===== src/rtl/game_pkg.sv =====
// game_pkg: shared types for the brick-game sequencer.
//   state_e   - sequencer state codes (also exported on state_out)
//   draw_op_e - op codes presented to the drawer on draw_op
//   clog2_w() - constant width helper for IDX_W / CNT_W
package game_pkg;

  typedef enum logic [3:0] {
    S_INIT, S_POPULATE, S_LOOP_RESET, S_MOVE_PADDLE, S_ERASE_PADDLE,
    S_DRAW_PADDLE, S_MOVE_BALL, S_ERASE_BALL, S_DRAW_BALL, S_COLLIDE,
    S_REMOVE_BRICK, S_LEVEL_CLEAR, S_GAME_OVER
  } state_e;

  // OP_NONE is the idle/reset value of draw_op.
  typedef enum logic [2:0] {
    OP_NONE, OP_POPULATE, OP_ERASE_PADDLE, OP_DRAW_PADDLE,
    OP_ERASE_BALL, OP_DRAW_BALL, OP_REMOVE_BRICK
  } draw_op_e;

  function automatic int clog2_w(input int n);
    int w;
    w = 0;
    for (int i = 0; i < 31; i++)
      if ((1 << i) < n) w = i + 1;
    return w;
  endfunction

endpackage


===== src/rtl/game_sequencer_if.sv =====
// game_sequencer_if: draw request/complete handshake between the sequencer
// and the drawer.
//   draw_req  - high for the whole time the sequencer sits in a draw state
//   draw_op   - op code (game_pkg::draw_op_e)
//   draw_idx  - brick index for populate/remove ops, 0 otherwise
//   draw_done - one-cycle completion pulse from the drawer
// Modports: master = sequencer side, slave = drawer side.
interface game_sequencer_if #(parameter int IDX_W = 4) ();
  import game_pkg::*;

  logic             draw_req;
  draw_op_e         draw_op;
  logic [IDX_W-1:0] draw_idx;
  logic             draw_done;

  modport master (output draw_req, draw_op, draw_idx, input draw_done);
  modport slave  (input draw_req, draw_op, draw_idx, output draw_done);
endinterface


===== src/rtl/brick_tracker.sv =====
// brick_tracker: alive bitmap plus running count of alive bricks.
//   clear_all      - wipe bitmap and count
//   set_en/clr_en  - set or clear the brick selected by idx
//   brick_alive    - alive bitmap
//   bricks_left    - number of set bits in brick_alive
// The count only moves when the addressed bit actually changes, so it
// tracks the popcount and stays within 0..NUM_BRICKS.
module brick_tracker #(
  parameter int NUM_BRICKS = 12,
  parameter int IDX_W      = 4,
  parameter int CNT_W      = 4
) (
  input  logic                  clk,
  input  logic                  reset,
  input  logic                  clear_all,
  input  logic                  set_en,
  input  logic                  clr_en,
  input  logic [IDX_W-1:0]      idx,
  output logic [NUM_BRICKS-1:0] brick_alive,
  output logic [CNT_W-1:0]      bricks_left
);
  localparam logic [NUM_BRICKS-1:0] ONE = NUM_BRICKS'(1);

  logic [NUM_BRICKS-1:0] sel;
  logic                  cur;

  assign sel = ONE << idx;
  assign cur = |(brick_alive & sel);

  always_ff @(posedge clk) begin
    if (reset || clear_all) begin
      brick_alive <= '0;
      bricks_left <= '0;
    end else if (set_en && !cur && bricks_left < CNT_W'(NUM_BRICKS)) begin
      brick_alive <= brick_alive | sel;
      bricks_left <= bricks_left + CNT_W'(1);
    end else if (clr_en && cur && bricks_left != '0) begin
      brick_alive <= brick_alive & ~sel;
      bricks_left <= bricks_left - CNT_W'(1);
    end
  end
endmodule


===== src/rtl/game_sequencer.sv =====
// game_sequencer: frame-level sequencer for a brick game.
//   clk, reset     - clock, synchronous active-high reset
//   tick           - frame enable; every state advance waits for it
//   dif (master)   - draw handshake (draw_req/op/idx out, draw_done in)
//   hit_valid/hit_index, ball_lost - collision results, sampled in COLLIDE
//   move_paddle, move_ball, collide, reset_initial, reset_loop - state strobes
//   brick_alive, bricks_left, lives, game_over, state_out - status
// Build option: define GAME_SEQUENCER_LIVES_EN to make ball_lost cost a
// life and end the game at zero; otherwise ball_lost is ignored.
module game_sequencer
  import game_pkg::*;
#(
  parameter  int NUM_BRICKS  = 12,
  parameter  int START_LIVES = 3,
  localparam int IDX_W       = clog2_w(NUM_BRICKS),
  localparam int CNT_W       = clog2_w(NUM_BRICKS + 1)
) (
  input  logic                  clk,
  input  logic                  reset,
  input  logic                  tick,
  game_sequencer_if.master      dif,
  input  logic                  hit_valid,
  input  logic [IDX_W-1:0]      hit_index,
  input  logic                  ball_lost,
  output logic                  move_paddle,
  output logic                  move_ball,
  output logic                  collide,
  output logic                  reset_initial,
  output logic                  reset_loop,
  output logic [NUM_BRICKS-1:0] brick_alive,
  output logic [CNT_W-1:0]      bricks_left,
  output logic [3:0]            lives,
  output logic                  game_over,
  output logic [3:0]            state_out
);
  localparam logic [IDX_W-1:0]      LAST_IDX = IDX_W'(NUM_BRICKS - 1);
  localparam logic [NUM_BRICKS-1:0] ONE      = NUM_BRICKS'(1);

  state_e           state, state_n;
  logic [IDX_W-1:0] idx, idx_n;
  logic             done_q, is_draw, fire, hit_ok, lost;
  logic             set_en, clr_en, clear_all, lives_dec;

  assign is_draw = state inside {S_POPULATE, S_ERASE_PADDLE, S_DRAW_PADDLE,
                                 S_ERASE_BALL, S_DRAW_BALL, S_REMOVE_BRICK};
  assign fire    = tick & done_q;
  // Out-of-range indices shift the select bit out, but the range test
  // keeps the intent explicit.
  assign hit_ok  = hit_valid && (int'(hit_index) < NUM_BRICKS) &&
                   (|(brick_alive & (ONE << hit_index)));

`ifdef GAME_SEQUENCER_LIVES_EN
  logic [3:0] lives_q;
  always_ff @(posedge clk) begin
    if (reset)          lives_q <= 4'(START_LIVES);
    else if (lives_dec) lives_q <= lives_q - 4'd1;
  end
  assign lives     = lives_q;
  assign lost      = ball_lost;
  assign game_over = (state == S_GAME_OVER);
`else
  logic unused_lives;
  assign unused_lives = ball_lost | lives_dec;
  assign lives        = 4'(START_LIVES);
  assign lost         = 1'b0;
  assign game_over    = 1'b0;
`endif

  // Sticky completion flag: only armed inside a draw state, dropped on the
  // tick that consumes it (including POPULATE's per-brick self-loop).
  always_ff @(posedge clk) begin
    if (reset)                      done_q <= 1'b0;
    else if (!is_draw || fire)      done_q <= 1'b0;
    else if (dif.draw_done)         done_q <= 1'b1;
  end

  always_ff @(posedge clk) begin
    if (reset) begin
      state <= S_INIT;
      idx   <= '0;
    end else begin
      state <= state_n;
      idx   <= idx_n;
    end
  end

  // Every legal transition is gated by tick inside the case, so the
  // registers hold on non-tick cycles; the default arm recovers at once.
  always_comb begin
    state_n   = state;
    idx_n     = idx;
    set_en    = 1'b0;
    clr_en    = 1'b0;
    clear_all = 1'b0;
    lives_dec = 1'b0;
    case (state)
      S_INIT:         if (tick) begin
                        state_n   = S_POPULATE;
                        idx_n     = '0;
                        clear_all = 1'b1;
                      end
      S_POPULATE:     if (fire) begin
                        set_en = 1'b1;
                        if (idx == LAST_IDX) state_n = S_LOOP_RESET;
                        else                 idx_n   = idx + IDX_W'(1);
                      end
      S_LOOP_RESET:   if (tick) state_n = S_MOVE_PADDLE;
      S_MOVE_PADDLE:  if (tick) state_n = S_ERASE_PADDLE;
      S_ERASE_PADDLE: if (fire) state_n = S_DRAW_PADDLE;
      S_DRAW_PADDLE:  if (fire) state_n = S_MOVE_BALL;
      S_MOVE_BALL:    if (tick) state_n = S_ERASE_BALL;
      S_ERASE_BALL:   if (fire) state_n = S_DRAW_BALL;
      S_DRAW_BALL:    if (fire) state_n = S_COLLIDE;
      S_COLLIDE:      if (tick) begin
                        if (lost) begin
                          lives_dec = 1'b1;
                          state_n   = (lives == 4'd1) ? S_GAME_OVER : S_LOOP_RESET;
                        end else if (hit_ok) begin
                          state_n = S_REMOVE_BRICK;
                          idx_n   = hit_index;
                        end else begin
                          state_n = S_MOVE_PADDLE;
                        end
                      end
      S_REMOVE_BRICK: if (fire) begin
                        clr_en  = 1'b1;
                        state_n = (bricks_left == CNT_W'(1)) ? S_LEVEL_CLEAR : S_LOOP_RESET;
                      end
      S_LEVEL_CLEAR:  if (tick) state_n = S_INIT;
      S_GAME_OVER:    state_n = S_GAME_OVER;
      default:        state_n = S_INIT;
    endcase
  end

  brick_tracker #(.NUM_BRICKS(NUM_BRICKS), .IDX_W(IDX_W), .CNT_W(CNT_W)) u_bricks (
    .clk         (clk),
    .reset       (reset),
    .clear_all   (clear_all),
    .set_en      (set_en),
    .clr_en      (clr_en),
    .idx         (idx),
    .brick_alive (brick_alive),
    .bricks_left (bricks_left)
  );

  always_comb begin
    case (state)
      S_POPULATE:     dif.draw_op = OP_POPULATE;
      S_ERASE_PADDLE: dif.draw_op = OP_ERASE_PADDLE;
      S_DRAW_PADDLE:  dif.draw_op = OP_DRAW_PADDLE;
      S_ERASE_BALL:   dif.draw_op = OP_ERASE_BALL;
      S_DRAW_BALL:    dif.draw_op = OP_DRAW_BALL;
      S_REMOVE_BRICK: dif.draw_op = OP_REMOVE_BRICK;
      default:        dif.draw_op = OP_NONE;
    endcase
  end

  assign dif.draw_req  = is_draw;
  assign dif.draw_idx  = (state == S_POPULATE || state == S_REMOVE_BRICK) ? idx : '0;
  assign move_paddle   = (state == S_MOVE_PADDLE);
  assign move_ball     = (state == S_MOVE_BALL);
  assign collide       = (state == S_COLLIDE);
  assign reset_loop    = (state == S_LOOP_RESET);
  // Masked while reset is held so every strobe reads 0 during reset.
  assign reset_initial = (state == S_INIT) & ~reset;
  assign state_out     = state;
endmodule

===== src/flat_wrapper.sv =====
// flat-port wrapper written by rule: the top's interface ports become plain ports
module game_sequencer_flat import game_pkg::*;
#(
  parameter  int NUM_BRICKS  = 12,
  parameter  int START_LIVES = 3,
  localparam int IDX_W       = clog2_w(NUM_BRICKS),
  localparam int CNT_W       = clog2_w(NUM_BRICKS + 1)
)
  (clk, reset, tick, hit_valid, hit_index, ball_lost, move_paddle, move_ball, collide, reset_initial, reset_loop, brick_alive, bricks_left, lives, game_over, state_out, dif_draw_req, dif_draw_op, dif_draw_idx, dif_draw_done);
  game_sequencer_if dif_i ();
  input  logic clk;
  input  logic reset;
  input  logic tick;
  input  logic hit_valid;
  input  logic [IDX_W-1:0] hit_index;
  input  logic ball_lost;
  output logic move_paddle;
  output logic move_ball;
  output logic collide;
  output logic reset_initial;
  output logic reset_loop;
  output logic [NUM_BRICKS-1:0] brick_alive;
  output logic [CNT_W-1:0] bricks_left;
  output logic [3:0] lives;
  output logic game_over;
  output logic [3:0] state_out;
  output wire logic [$bits(dif_i.draw_req)-1:0] dif_draw_req;
  output wire logic [$bits(dif_i.draw_op)-1:0] dif_draw_op;
  output wire logic [$bits(dif_i.draw_idx)-1:0] dif_draw_idx;
  input wire logic [$bits(dif_i.draw_done)-1:0] dif_draw_done;
  assign dif_draw_req = dif_i.draw_req;
  assign dif_draw_op = dif_i.draw_op;
  assign dif_draw_idx = dif_i.draw_idx;
  assign dif_i.draw_done = dif_draw_done;
  game_sequencer #(.NUM_BRICKS(NUM_BRICKS), .START_LIVES(START_LIVES)) u_core (.clk(clk), .reset(reset), .tick(tick), .dif(dif_i), .hit_valid(hit_valid), .hit_index(hit_index), .ball_lost(ball_lost), .move_paddle(move_paddle), .move_ball(move_ball), .collide(collide), .reset_initial(reset_initial), .reset_loop(reset_loop), .brick_alive(brick_alive), .bricks_left(bricks_left), .lives(lives), .game_over(game_over), .state_out(state_out));
endmodule

===== config.mk =====
export PLATFORM = sky130hd
export DESIGN_NAME = game_sequencer_flat
export DESIGN_NICKNAME = d
export VERILOG_FILES = /design/src/rtl/game_pkg.sv /design/src/rtl/game_sequencer_if.sv /design/src/rtl/brick_tracker.sv /design/src/rtl/game_sequencer.sv /design/src/flat_wrapper.sv
export SDC_FILE = /design/constraint.sdc
export NUM_CORES = 1
export LEC_CHECK = 0
export ABC_AREA = 1
export CORE_MARGIN = 5
export CORE_UTILIZATION = 56
export CTS_BUF_LIST = sky130_fd_sc_hd__clkbuf_4
export CTS_CLUSTER_SIZE = 28
export DETAILED_ROUTE_END_ITERATION = 7
export GPL_TIMING_DRIVEN = 0
export PLACE_DENSITY = 0.86
export SLEW_MARGIN = 20
export SYNTH_ARGS = -nofsm -noshare
export SYNTH_HDL_FRONTEND = slang
export SYNTH_HIERARCHICAL = 1
export SYNTH_SLANG_ARGS = --single-unit

===== constraint.sdc =====
create_clock -name clk -period 3.8 [get_ports clk]
set_input_delay 0.76 -clock clk [delete_from_list [all_inputs] [get_ports clk]]
set_output_delay 0.76 -clock clk [all_outputs]
set_load 0.05 [all_outputs]

# ---- After elaboration in Yosys (flattened, before gate mapping)
# Cells that the tools add are included.
dict set report op_classes {
  shifts 2
  magnitude_cmp 2
  muxes 32
  eq_ne 29
  n_reduce_logical 21
  add_sub_neg 3
  bitwise_logic 8
}
# op count
set ops {}
lappend ops {{two-way mux 4 bit} 22}
lappend ops {{one-hot mux 4 bit (13 select lines)} 1}
lappend ops {{AND 12 bit} 3}
lappend ops {{equality test 4 bit, second input constant} 6}
lappend ops {{two-way mux 12 bit} 2}
lappend ops {{OR reduction 12 bit} 2}
lappend ops {{<< shifter 1 x 4 -> 12 bit, first input constant} 2}
lappend ops {{one-hot mux 3 bit (6 select lines)} 1}
lappend ops {{equality test 4 x 3 -> 1 bit, second input constant} 4}
lappend ops {{inequality test 2 bit, second input constant} 8}
lappend ops {{inequality test 2 x 1 -> 1 bit, second input constant} 7}
lappend ops {{AND reduction 13 bit} 1}
lappend ops {{NOT 12 bit} 1}
lappend ops {{OR 12 bit} 1}
lappend ops {{one-hot mux 4 bit (3 select lines)} 1}
lappend ops {{adder 4 x 1 -> 4 bit, second input constant} 2}
lappend ops {{equality test 4 x 1 -> 1 bit, second input constant} 2}
lappend ops {{equality test 4 x 2 -> 1 bit, second input constant} 2}
lappend ops {{< comparator 4 bit, second input constant} 2}
lappend ops {{logical AND 1 bit} 6}
lappend ops {{AND reduction 6 bit} 1}
lappend ops {{nonzero test 6 bit} 1}
lappend ops {{two-way mux 1 bit} 5}
lappend ops {{logical NOT 4 bit} 1}
lappend ops {{other kinds (9)} 13}
dict set report word_totals {
  out_inout_bits 38
  reg_bits 25
}

# ---- Longest topological paths before layout
# Gate-level depths: netlist (run 1).
dict set report logic_depth {
  ltp_word 7
  depth_mapped 16
}

# ---- By module
# The synthesis (run 1) kept the hierarchy.
# module cells_each instances seq_area_each_um2 area_each_um2
set by_module_without_submodules {}
lappend by_module_without_submodules {brick_tracker 151 1 320.3 1052.3}
lappend by_module_without_submodules {game_sequencer 167 1 180.2 958.4}

# ---- Worst setup path before layout (run 1)
# No wires, ideal clock.
dict set report synth_timing {
  path_type {register -> output}
  start {reg u_core.state[3] (netlist: u_core/state_out[3])}
  end {out dif_draw_op[2]}
  slack_ns 0.939
  arrival_ns 2.101
  path_stages_with_launch 5
  cell_sequence {dfxtp_1 > inv_2 > nor2_4 > inv_1 > o21ai_0}
}
dict set report synth_between {
  elab_chain_len 2
  word_cells_on_any_way 7
}
# item line_no
set synth_rtl {}
lappend synth_rtl {{start, declared} game_sequencer.sv:39} ;# state_e state, state_n;
lappend synth_rtl {{start signal, assigned} game_sequencer.sv:82} ;# state <= state_n;
lappend synth_rtl {{equality test 4 bit (tied with other cells)} game_sequencer.sv:147} ;# case (state)
lappend synth_rtl {{one-hot mux 3 bit (6 select lines) (*)} game_sequencer.sv:147}
lappend synth_rtl {{end, declared} flat_wrapper.sv:28} ;# output wire logic [$bits(dif_i.draw_op)-1:0] dif_draw_op;
# Every way passes the cells marked *; elsewhere a longest branch is shown, timed or not.

# ---- Worst setup path in the final report (run 1)
dict set report layout_timing {
  start {in reset}
  end {out reset_initial}
}
dict set report layout_between {
  elab_chain_len 2
}
# item line_no
set layout_rtl {}
lappend layout_rtl {{start, declared} flat_wrapper.sv:12} ;# input logic reset;
lappend layout_rtl {{NOT 1 bit} game_sequencer.sv:165} ;# assign reset_initial = (state == S_INIT) & ~reset;
lappend layout_rtl {{AND 1 bit} game_sequencer.sv:165}
lappend layout_rtl {{end, declared} flat_wrapper.sv:20} ;# output logic reset_initial;
# Every way passes these cells.

==> flow_summary.json, run 1 <==
{
  "hold_violations": 0,
  "synth_cell_type_count": 36,
  "diodes": 0,
  "die_height_um": 69.9,
  "vias": 2222,
  "reg2reg_slack_ns": 1.34,
  "async_flop_share_pct": 0,
  "clockBufferDepth": 2,
  "rsz0062_at_grt": "false",
  "wl_met1_um": 2360,
  "fin_nets": 379,
  "die_w_um": 69.9,
  "syn_avg_cell_area_um2": 6.32,
  "hold_class": "reg2reg",
  "p_leak_nw": 0.983,
  "peakVddDrop_mv": 0.314,
  "antenna_left": 0,
  "cp-start-kind": "primary input",
  "hp-start": "u_core/done_q",
  "insertion_delay_ns": 0.32,
  "critPathMaxFanout": 9,
  "cts_root_buffer": "clkbuf_4",
  "final_cell_mix": "nand2_1 (77), nor2_1 (43), clkdlybuf4s50_1 (39)",
  "cts_tree": "done",
  "reg2reg_from": "u_core/state_out[0]",
  "worstReg2RegEnd": "u_core/u_bricks/bricks_left[3]",
  "grt_pass1_vias": 2056,
  "antenna_found_initial": 0,
  "io_buffers": 39,
  "grt_pass1_wl_um": 9200,
  "cts_hold_buf": 0,
  "synth-edff-count": 0,
  "hold_ws_ns": 0.503,
  "route.met2.wl_um": 2560,
  "slew_headroom_pct": 40.4,
  "first_pass_iters": 4,
  "synthTopCellsByArea": "dfxtp_1 (25%), nand2_1 (14%), nor2_1 (8.0%)",
  "synth_ff_type": "dfxtp_1",
  "synth_cells": 318,
  "gp_congestion": 0.919,
  "dieArea_um2": 4890,
  "ys_ff_latch": 25,
  "ios": 48,
  "clock_sinks": 25,
  "cts_made_buffers": 3,
  "setup_violations": 0,
  "skew_ns": 0.00941,
  "powerDensity_nw_per_um2": 385,
  "start_util_pct": 58.9,
  "postCtsSetupBuffers": 0,
  "core-area_um2": 3420,
  "fillers": 302,
  "overflow": 0,
  "final_common_cell": "nand2_1",
  "crit_required_ns": 3.04,
  "criticalPathCategory": "in2out",
  "crit_path_frequent_cell": "clkdlybuf4s50_1",
  "cp_cell_sequence": "clkdlybuf4s50_1 > clkbuf_1 > nor2_1 > clkdlybuf4s50_1",
  "rr_worst_depth": 14,
  "crit_slowest_cell": "clkdlybuf4s50_1",
  "max_freq_mhz": 315,
  "met3_wirelength_um": 367,
  "maxCapViolations": 0,
  "track_usage_pct": 22.4,
  "period_minus_slack_ns": 3.17,
  "min_period_over_period_pct": 83.5,
  "areaGrowthSynthToFinish_pct": 24.3,
  "place_hpwl_um": 4210,
  "yosysSeqAreaShare_pct": 24.9,
  "via_per_inst": 5.42,
  "end_kind": "output pin",
  "route.detailed.drc": 0,
  "slowest_delay_ns": 0.72,
  "hold_end": "u_core/done_q",
  "drv_slew": 0,
  "hold_depth": 2,
  "wire_per_inst_um": 13.0,
  "drive_above_1_share_pct": 15.1,
  "drt_iter0_markers": 202,
  "path_clk_slew_ns": 0.13,
  "synth_top_cell_by_area": "dfxtp_1",
  "cts-resized-gates": 0,
  "synth_top_area_share_pct": 24.9,
  "rows": 21,
  "ctsHtreeMaxLevel": 1,
  "synth_area_um2": 2010,
  "cp.arrival_ns": 2.41,
  "routed_wl_um": 5350,
  "highest_layer": "met4",
  "outcome": "complete, no violations",
  "grt_max_degree": 14,
  "worst_pin_slew_ns": 0.892,
  "tns_ns": 0,
  "yosys_warnings": 6
}
-- final cells by class --
class | count | area (µm²) | area share (%)
plain buffers | 12 | 88.8 | 3.55
clock buffers | 4 | 30.0 | 1.20
inverters | 33 | 129 | 5.16
multi-input cells | 251 | 1300 | 52.2
flip-flops and latches | 25 | 500 | 20.0
well taps | 46 | 57.6 | 2.30
repair buffers | 39 | 390 | 15.6
-- Yosys cell counts (2+ instances only) --
master and instances:
nand3_1 32, a21oi_2 6, o21ai_0 13, nand2_4 2, conb_1 2, nand2_2 8
a21oi_1 18, buf_2 2, nor2_2 7, nand2_1 77, nor2_4 5, ha_1 3
nand3_2 3, clkbuf_1 2, inv_1 25, nor2_1 43, inv_2 6, buf_4 5
nor3_1 2, buf_6 3, nand4_1 15, dfxtp_1 25
-- worst max-delay path by stage --
stage                              startpoint         endpoint  slack (ns)  cells past startpoint
after global routing      u_core/state_out[3]  dif_draw_idx[1]        0.50                      6
final                                   reset    reset_initial        0.63                      4
after floorplan           u_core/state_out[3]   dif_draw_op[2]        0.94                      4
after detailed placement                reset    reset_initial        0.64                      4
after CTS                               reset    reset_initial        0.64                      4
after global placement                  reset    reset_initial        0.65                      4
-- stage by stage --
stage                     cell area [µm²]  utilization, %  total power (W)  worst slack, ns  std cells
after floorplan                      2020               -         0.000711            0.939        321
after global placement               2470            72.3         0.000832            0.652        406
after detailed placement             2470            72.3         0.000836            0.640        406
after CTS                            2500            73.2         0.000967            0.637        410
after global routing                 2500            73.2          0.00104            0.501        410
final                                2500            73.2         0.000964            0.629        410
-- critical path: cells and delay by family --
kind | cells | cell delay, ns
AND/OR/NAND/NOR | 1 | 0.10
buffers and inverters | 3 | 1.55
-- cells by family (layout without fill, tap and decap cells) --
family	Yosys count	in the layout	synth area share (%)
other cells	2	5	0.374
flops	25	25	24.9
fa+ha+maj	4	4	2.86
compound gates	43	43	13.2
buf+inv	45	88	10.8
simple gates	198	198	47.4
xor+xnor	1	1	0.436
-- metal layers --
layer / vias to the layer above / track usage, %
li1: 1132 / -
met1: 997 / 30.0
met5: - / 0
met2: 87 / 38.0
met3: 6 / 3.44
met4: 0 / 5.11
-- power by group --
part	switching, W	internal (W)	total, W
combinational	0.000352	0.000160	0.000512
clock	0.0000799	0.0000482	0.000128
sequential	0.0000418	0.000281	0.000323
Note: power is estimated with default switching activity, not from simulation.
==> inputs of run 2 (changes only) <==
--- a/config.mk
+++ b/config.mk
@@ -7,12 +7,12 @@
 export LEC_CHECK = 0
 export ABC_AREA = 1
 export CORE_MARGIN = 5
-export CORE_UTILIZATION = 56
+export CORE_UTILIZATION = 52
 export CTS_BUF_LIST = sky130_fd_sc_hd__clkbuf_4
 export CTS_CLUSTER_SIZE = 28
 export DETAILED_ROUTE_END_ITERATION = 7
 export GPL_TIMING_DRIVEN = 0
-export PLACE_DENSITY = 0.86
+export PLACE_DENSITY = 0.8
 export SLEW_MARGIN = 20
 export SYNTH_ARGS = -nofsm -noshare
 export SYNTH_HDL_FRONTEND = slang
==> constraint.sdc (replaced) <==
create_clock -name clk -period 3.3 [get_ports clk]
set_input_delay 0.66 -clock clk [delete_from_list [all_inputs] [get_ports clk]]
set_output_delay 0.66 -clock clk [all_outputs]
set_load 0.05 [all_outputs]
==> run 2 against run 1 <==
Effect of this change:
- hold slack worse by 0.0024 ns
- flip-flop and latch count unchanged
- power up 15%
- via count down 2.0%
- first-iteration DRC count down 8.9%
- routed wire length down 2.6%
- global-route usage down 1.4 points
- critical path type is now reg2out
- largest power group unchanged
==> flow_summary.json, run 2 (synthesis gave the netlist of run 1 again) <==
{
  "hold_depth": 2,
  "slew_headroom_pct": 41.3,
  "seq_area_um2": 500,
  "ios": 48,
  "clock_sinks": 25,
  "end_kind": "output pin",
  "pwr-share-seq_pct": 33.5,
  "vias": 2177,
  "first_pass_iters": 4,
  "gp_congestion": 0.901,
  "skew_ns": 0.0202,
  "p_leak_nw": 0.982,
  "via_per_inst": 5.28,
  "clkPwrFrac_pct": 13.2,
  "setup_violations": 0,
  "drive_above_1_share_pct": 15.1,
  "die_w_um": 72.2,
  "period_minus_slack_ns": 3.05,
  "pre_cts_slack_ns": 0.290,
  "clockBufferDepth": 2,
  "crit_end": "dif_draw_idx[1]",
  "final_common_cell": "nand2_1",
  "rsz0062_at_grt": "false",
  "start_util_pct": 54.1,
  "io_buffers": 39,
  "min_period_over_period_pct": 92.4,
  "hold_class": "reg2reg",
  "multiInputGateArea_um2": 1300,
  "final_cell_mix": "nand2_1 (77), nor2_1 (43), clkdlybuf4s50_1 (39)",
  "cp.arrival_ns": 2.39,
  "worstReg2RegEnd": "u_core/u_bricks/bricks_left[3]",
  "grt_pass1_wl_um": 9070,
  "p_sw_share_pct": 50.0,
  "overflow": 0,
  "reg2reg_from": "u_core/state_out[0]",
  "antenna_found_initial": 0,
  "hold_violations": 0,
  "critPathMaxFanout": 6,
  "tns_ns": 0,
  "rr_worst_depth": 14,
  "max_freq_mhz": 328,
  "drt_iter0_markers": 184,
  "comb_power_share_pct": 53.3,
  "dieArea_um2": 5210,
  "power_switching_w": 0.000554,
  "place_hpwl_um": 4070,
  "areaGrowthSynthToFinish_pct": 24.3,
  "route.detailed.drc": 0,
  "cts_root_buffer": "clkbuf_4",
  "diodes": 0,
  "insertion_delay_ns": 0.33,
  "cts_made_buffers": 3,
  "crit_required_ns": 2.64,
  "powerDensity_nw_per_um2": 443,
  "peakVddDrop_mv": 0.286,
  "maxCapViolations": 0,
  "drv_slew": 0,
  "p_int_w": 0.000554,
  "grt_pass1_vias": 1993,
  "reg2reg_slack_ns": 0.75,
  "fin_nets": 379,
  "track_usage_pct": 21.0,
  "outcome": "complete, no violations",
  "cts_tree": "done",
  "cts_hold_buf": 0,
  "crit_start": "u_core/state_out[2]",
  "worst_pin_slew_ns": 0.879,
  "antenna_left": 0,
  "path_clk_slew_ns": 0.14,
  "wire_per_inst_um": 12.6,
  "criticalPathCategory": "reg2out",
  "setup_slack_ns": 0.251,
  "rows": 22,
  "postCtsSetupBuffers": 0,
  "grt_max_degree": 15,
  "cts-resized-gates": 0,
  "die_height_um": 72.2,
  "ctsHtreeMaxLevel": 1,
  "core-area_um2": 3720,
  "routed_wl_um": 5210,
  "fillers": 356,
  "cp-start-kind": "flip-flop"
}
run 2: changes by cell type in the layout (fill, tap and decap cells not counted):
cell | before | now
clkbuf_4 | 4 | 3
clkinv_2 | 0 | 1
run 2: metal layers:
metal	wire [µm]	track usage [%]
met1	2480	29.5
met2	2370	33.5
met3	303	4.02
met4	53	4.38
met5	0	0
run 2: worst max-delay path, cell delays in order, from the launching register on:
cell             delay (ns)
dfxtp_1                0.41
nor2_1                 0.20
inv_1                  0.11
nor2_2                 0.26
a21oi_1                0.16
nor2_1                 0.11
clkdlybuf4s50_1        0.82
run 2: layout make-up:
| cell class | instances | area share, % |
|---|---|---|
| multi-input combinational | 251 | 52.2 |
| sequential | 25 | 20.0 |
| timing repair buffer | 39 | 15.6 |
| inverter | 33 | 5.16 |
| buffer | 12 | 3.55 |
| tap | 48 | 2.40 |
| clock buffer | 3 | 0.901 |
| clock inverter | 1 | 0.200 |
run 2: worst min path at each step:
stage | from | endpoint | slack [ns]
floorplan | u_core/done_q | u_core/done_q | 0.44
global placement | u_core/done_q | u_core/done_q | 0.46
detailed placement | u_core/done_q | u_core/done_q | 0.47
CTS | u_core/done_q | u_core/done_q | 0.51
global route | flip-flop | flip-flop | 0.54
finish | u_core/done_q | u_core/done_q | 0.50
run 2: power groups by stage:
stage	sequential (W)	clock (W)	combinational [W]
after floorplan	0.000405	0	0.000414
after global placement	0.000378	0	0.000584
after detailed placement	0.000377	0	0.000587
after CTS	0.000372	0.000153	0.000590
after global routing	0.000377	0.000163	0.000652
final	0.000371	0.000146	0.000590
run 2: metrics by stage:
step	area, µm²	hold slack (ns)	util (%)	total power, W	std cells
2_1_floorplan	2020	0.441	-	0.000819	321
4_1_cts	2500	0.510	67.3	0.00111	412
3_3_place_gp	2470	0.461	66.5	0.000962	408
5_1_grt	2500	0.536	67.3	0.00119	412
6_report	2500	0.501	67.3	0.00111	412
3_5_place_dp	2470	0.469	66.5	0.000964	408
